<file path="src/rtl/ysyx_22041071_store_buf.sv">
// Store buffer: circular FIFO of pending stores, drained one single-beat write at a time.
// YSYX_22041071_SB_HAZARD_EN: per-doubleword load hazard check instead of stalling loads until drained.
module ysyx_22041071_store_buf #(
  parameter int              DEPTH  = 4,
  parameter int              ADDR_W = 64,
  parameter int              DATA_W = 64,
  parameter int              ID_W   = 4,
  parameter logic [ID_W-1:0] ID     = 4'd1,
  parameter int              LEN_W  = 8
) (
  input  logic              clk,
  input  logic              reset_n,
  input  logic              st_valid,
  output logic              st_ready,
  input  logic [ADDR_W-1:0] st_addr,
  input  logic [1:0]        st_size,
  input  logic [DATA_W-1:0] st_data,
  output logic              wr_valid,
  input  logic              wr_ready,
  output logic [ID_W-1:0]   wr_id,
  output logic [ADDR_W-1:0] wr_addr,
  output logic [1:0]        wr_size,
  output logic [DATA_W-1:0] wr_data,
  output logic [LEN_W-1:0]  wr_len,
  input  logic [1:0]        wr_resp,
  input  logic [ADDR_W-1:0] ld_addr,
  output logic              ld_conflict,
  output logic              sb_empty,
  output logic              sb_err,
  input  logic              err_clr
);

  localparam int PTR_W = $clog2(DEPTH);

  typedef enum logic [1:0] {S_IDLE, S_REQ, S_BUSY, S_DONE} state_t;

  state_t            state_q;
  logic              wr_valid_q;
  logic              sb_err_q;
  logic [PTR_W-1:0]  wptr_q, wptr_d;
  logic [PTR_W-1:0]  rptr_q, rptr_d;
  logic [PTR_W:0]    count_q, count_d;
  logic              push, pop;

  logic [ADDR_W-1:0] addr_mem [DEPTH];
  logic [1:0]        size_mem [DEPTH];
  logic [DATA_W-1:0] data_mem [DEPTH];

  // A full buffer refuses the push even if the head retires in the same cycle.
  assign st_ready = (count_q != (PTR_W+1)'(DEPTH));
  assign push     = st_valid && st_ready;
  assign pop      = (state_q == S_DONE) && wr_ready;

  always_comb begin
    wptr_d  = push ? wptr_q + PTR_W'(1) : wptr_q;
    rptr_d  = pop  ? rptr_q + PTR_W'(1) : rptr_q;
    count_d = count_q;
    if (push && !pop)
      count_d = count_q + (PTR_W+1)'(1);
    else if (!push && pop)
      count_d = count_q - (PTR_W+1)'(1);
  end

  always_ff @(posedge clk) begin
    if (push) begin
      addr_mem[wptr_q] <= st_addr;
      size_mem[wptr_q] <= st_size;
      data_mem[wptr_q] <= st_data;
    end
  end

  always_ff @(posedge clk) begin
    if (!reset_n) begin
      wptr_q   <= '0;
      rptr_q   <= '0;
      count_q  <= '0;
      sb_err_q <= 1'b0;
    end else begin
      wptr_q  <= wptr_d;
      rptr_q  <= rptr_d;
      count_q <= count_d;
      if (pop && (wr_resp != 2'b00))
        sb_err_q <= 1'b1;
      else if (err_clr)
        sb_err_q <= 1'b0;
    end
  end

  // BUSY/DONE follow the write master leaving idle and returning with its response.
  always_ff @(posedge clk) begin
    if (!reset_n) begin
      state_q    <= S_IDLE;
      wr_valid_q <= 1'b0;
    end else begin
      case (state_q)
        S_IDLE: if (count_q != '0) begin
          state_q    <= S_REQ;
          wr_valid_q <= 1'b1;
        end
        S_REQ: if (wr_ready) begin
          state_q    <= S_BUSY;
          wr_valid_q <= 1'b0;
        end
        S_BUSY: if (!wr_ready) state_q <= S_DONE;
        S_DONE: if (wr_ready) state_q <= S_IDLE;
        default: begin
          state_q    <= S_IDLE;
          wr_valid_q <= 1'b0;
        end
      endcase
    end
  end

  assign wr_valid = wr_valid_q;
  assign wr_id    = ID;
  assign wr_len   = '0;
  assign wr_addr  = addr_mem[rptr_q];
  assign wr_size  = size_mem[rptr_q];
  assign wr_data  = data_mem[rptr_q];
  assign sb_empty = (count_q == '0) && (state_q == S_IDLE);
  assign sb_err   = sb_err_q;

`ifdef YSYX_22041071_SB_HAZARD_EN
  logic [DEPTH-1:0] hit;

  // An entry is live when its distance from the head is below count; the head stays live until popped.
  for (genvar gi = 0; gi < DEPTH; gi++) begin : g_hit
    logic [PTR_W-1:0] offset;
    assign offset  = PTR_W'(gi) - rptr_q;
    assign hit[gi] = ({1'b0, offset} < count_q) &&
                     (addr_mem[gi][ADDR_W-1:3] == ld_addr[ADDR_W-1:3]);
  end

  assign ld_conflict = |hit;
`else
  logic ld_addr_unused;

  assign ld_addr_unused = ^ld_addr;
  assign ld_conflict    = !sb_empty;
`endif

endmodule

</file>
<file path="config.mk">
export PLATFORM = sky130hd
export DESIGN_NAME = ysyx_22041071_store_buf
export DESIGN_NICKNAME = d
export VERILOG_FILES = /design/src/rtl/ysyx_22041071_store_buf.sv
export SDC_FILE = /design/constraint.sdc
export NUM_CORES = 1
export LEC_CHECK = 0
export CAP_MARGIN = 10
export CORE_AREA = 2 2 181 227
export CTS_CLUSTER_DIAMETER = 120
export DETAILED_ROUTE_END_ITERATION = 10
export DIE_AREA = 0 0 183 229
export GPL_TIMING_DRIVEN = 0
export PLACE_DENSITY = 0.78
export SLEW_MARGIN = 10
export SYNTH_ARGS = -nofsm -noshare
export SYNTH_HDL_FRONTEND = slang
export SYNTH_SLANG_ARGS = --single-unit
export TNS_END_PERCENT = 1
</file>
<file path="constraint.sdc">
create_clock -name clk -period 6 [get_ports clk]
set_input_delay 1.2 -clock clk [delete_from_list [all_inputs] [get_ports clk]]
set_output_delay 1.2 -clock clk [all_outputs]
set_load 0.01 [all_outputs]
</file>
==> run summary <==
Share of layout cells above drive strength 1: 21.9%
GRT Util Overall: 18.2%
First-pass GRT wire length: 56.7 mm
Async set-reset flop share out of synthesis: 0%
Tcrit/Tclk final: 70.3%
DR iter-0 viols: 598
Pwr/cell area: 354 nW/µm²
Post-route ant nets: 0
Total power: 8.81 mW
Die W: 183 µm
Via count: 9019
Crit Path Class: reg -> out
# DRC: 0
Synthesized area: 19700 µm²
Num rows: 82
RSZ-0062 raised after global routing: no
Initial core utilization: 49.4%
Final Wtd Congestion: 0.746
Max-slew violations: 0
Initial antenna violation count: 5
Yosys warnings: 0
Flop2flop setup slack: 3.75 ns
Num CTS Buffers: 50
Final worst slack: 1.78 ns
Num Clock Sinks: 533
DRT Wirelength: 37.8 mm
Fin Hold WS: 0.482 ns
Die area: 41900 µm²
Routed wire per std cell: 22.8 µm
Vias in the first global route: 9529
First-pass DRT Iterations: 5
# IOs: 348
GRT overflow: 0
Setup bufs post-CTS: 0
Hpwl dp: 24.4 mm
Cell type with the largest total area after synthesis: edfxtp_1
Crit. End Element: output pin
Seq cells post-synth: 533
CTS H-Tree Depth: 2
Clock tree from TritonCTS: done
Clock skew: 0.0125 ns
Sequential share of the synthesized area: 80.7%
CP Data Required Time: 4.80 ns
Most used DFF post-synth: edfxtp_1
Post-Syn Instances: 769
Netlist cell types: 31
Syn Area/Cell: 25.6 µm²
Port bufs: 271
Worst Path Arrival: 3.02 ns
Reg clk slew, reported paths: 0.05 ns
Status: finished, final reports clean
Fin crit period: 4.22 ns
Post-DR vias/cell: 5.44
Slew margin rel.: 41.0%
Synth top area cells: edfxtp_1, mux4_2, dfxtp_1, buf_12, buf_4
Layout net count: 1325
Layout area overhead: 26.7%
Max-capacitance violation count: 0
Post-CTS sizing: 0
Worst slew pin tran: 0.885 ns
Leak pwr: 7.95 nW
Final Setup Violations: 0
Fin. Hold Viols: 0
Core area: 39800 µm²
Dpl ws: 2.25 ns
Critical-path maximum fanout: 10
Hold Buf Count CTS: 0
Worst hold start: sb_err
Yosys top cell area share: 79.4%
Clk_lat worst skew: 0.56 ns
Die Y: 229 µm
FMAX: 237 MHz
Clock Path Buffers: 3
RR Startpoint: count_q[0]
Hold Path Class: reg -> reg
Maximum VDD drop: 0.288 mV
Clock Tree Root: clkbuf_16
CP startpoint kind: flip-flop
EDFF count, synth: 520
Pin count of the biggest net entering global routing: 42
## path summary, 6_finish.rpt
path	endpoint	cells after the start
setup / recovery	wr_addr[14]	4
hold / removal	sb_err	2
setup reg to reg	addr_mem[0][43]	5
hold reg to reg	sb_err	2
## area by class of cell
type                    instances  area, µm²
plain buffers                  42        413
fillers                      2710      14900
flip-flops and latches        533      15900
repair buffers                283       3000
inverters                      10       37.5
clock inverters                31        249
multi-input cells             194       3390
diodes                          3       7.51
clock buffers                  59       1310
well taps                     504        631
## Yosys cell counts, types with 2 or more instances
cell type  count
xor2_1         4
dfxtp_1       13
and3_1         4
clkbuf_1       2
conb_1         2
buf_2         10
buf_1          3
nor2_1         7
a311oi_1       2
a21oi_1        6
nand2_1        2
buf_12        11
inv_1         10
buf_4         15
edfxtp_1     520
ha_1           9
nand3_1        3
o21ai_0        4
mux4_2       130
## per-layer routing
layer,GRT usage [%],share of wire (%),wire length [µm],vias to the layer above
met5,0,0.061,23,-
met4,6.40,2.9,1090,4
met3,4.61,6.3,2390,66
met2,31.9,53,20000,264
met1,22.0,38,14300,4705
li1,-,-,-,3980
## critical path: stages (launching register included)
cell             delay (ns)
dfxtp_1                0.39
clkbuf_1               0.69
buf_2                  0.44
mux4_2                 0.42
clkdlybuf4s50_1        0.51
## placed cells by master, fill, tap and decap left out, drive strengths merged, types with 6 or more instances in the layout
master,instances
nor2,7
mux4,130
buf,52
dfxtp,13
conb,12
a21oi,6
clkbuf,61
clkinv,24
ha,9
clkdlybuf4s50,271
inv,12
edfxtp,520
## sequential cells by signal, summed over array words and instances, names as in the netlist, named ones only
register and flops:
addr_mem 256, count_q 3, data_mem 256, rptr_q 2, sb_err 1, size_mem 8
state_q 2, wptr_q 2, wr_valid 1
## cells by family (layout without fill, tap and decap cells)
logic type               after synthesis  count (layout)  share of synthesized area, %
adder cells (fa/ha/maj)               10              10                         0.675
other                                  2              15                        0.0382
flip-flops                           533             533                          80.7
XOR/XNOR                               4               4                         0.178
AO/OA/AOI/OAI                         16              16                         0.496
buffers and inverters                 52             425                          2.29
AND/OR/NAND/NOR                       21              21                         0.630
multiplexers                         131             131                          14.9
## through the flow
stage          util, %  setup TNS (ns)  instances  cell area (µm²)
3_3_place_gp      57.9         -945.33       1554            23000
4_1_cts           62.6               0       1656            24900
5_1_grt           62.6               0       1659            24900
3_5_place_dp      58.6               0       1566            23300
6_report          62.6               0       1659            24900
2_1_floorplan        -               0        779            19700
## where the power goes
part | total (mW) | internal (mW) | switching [mW] | leakage (nW)
sequential | 4.52 | 4.44 | 0.0793 | 4.87
clock | 2.99 | 1.72 | 1.27 | 0.764
combinational | 1.29 | 0.689 | 0.603 | 2.31
(Power assumes the default switching activity.)
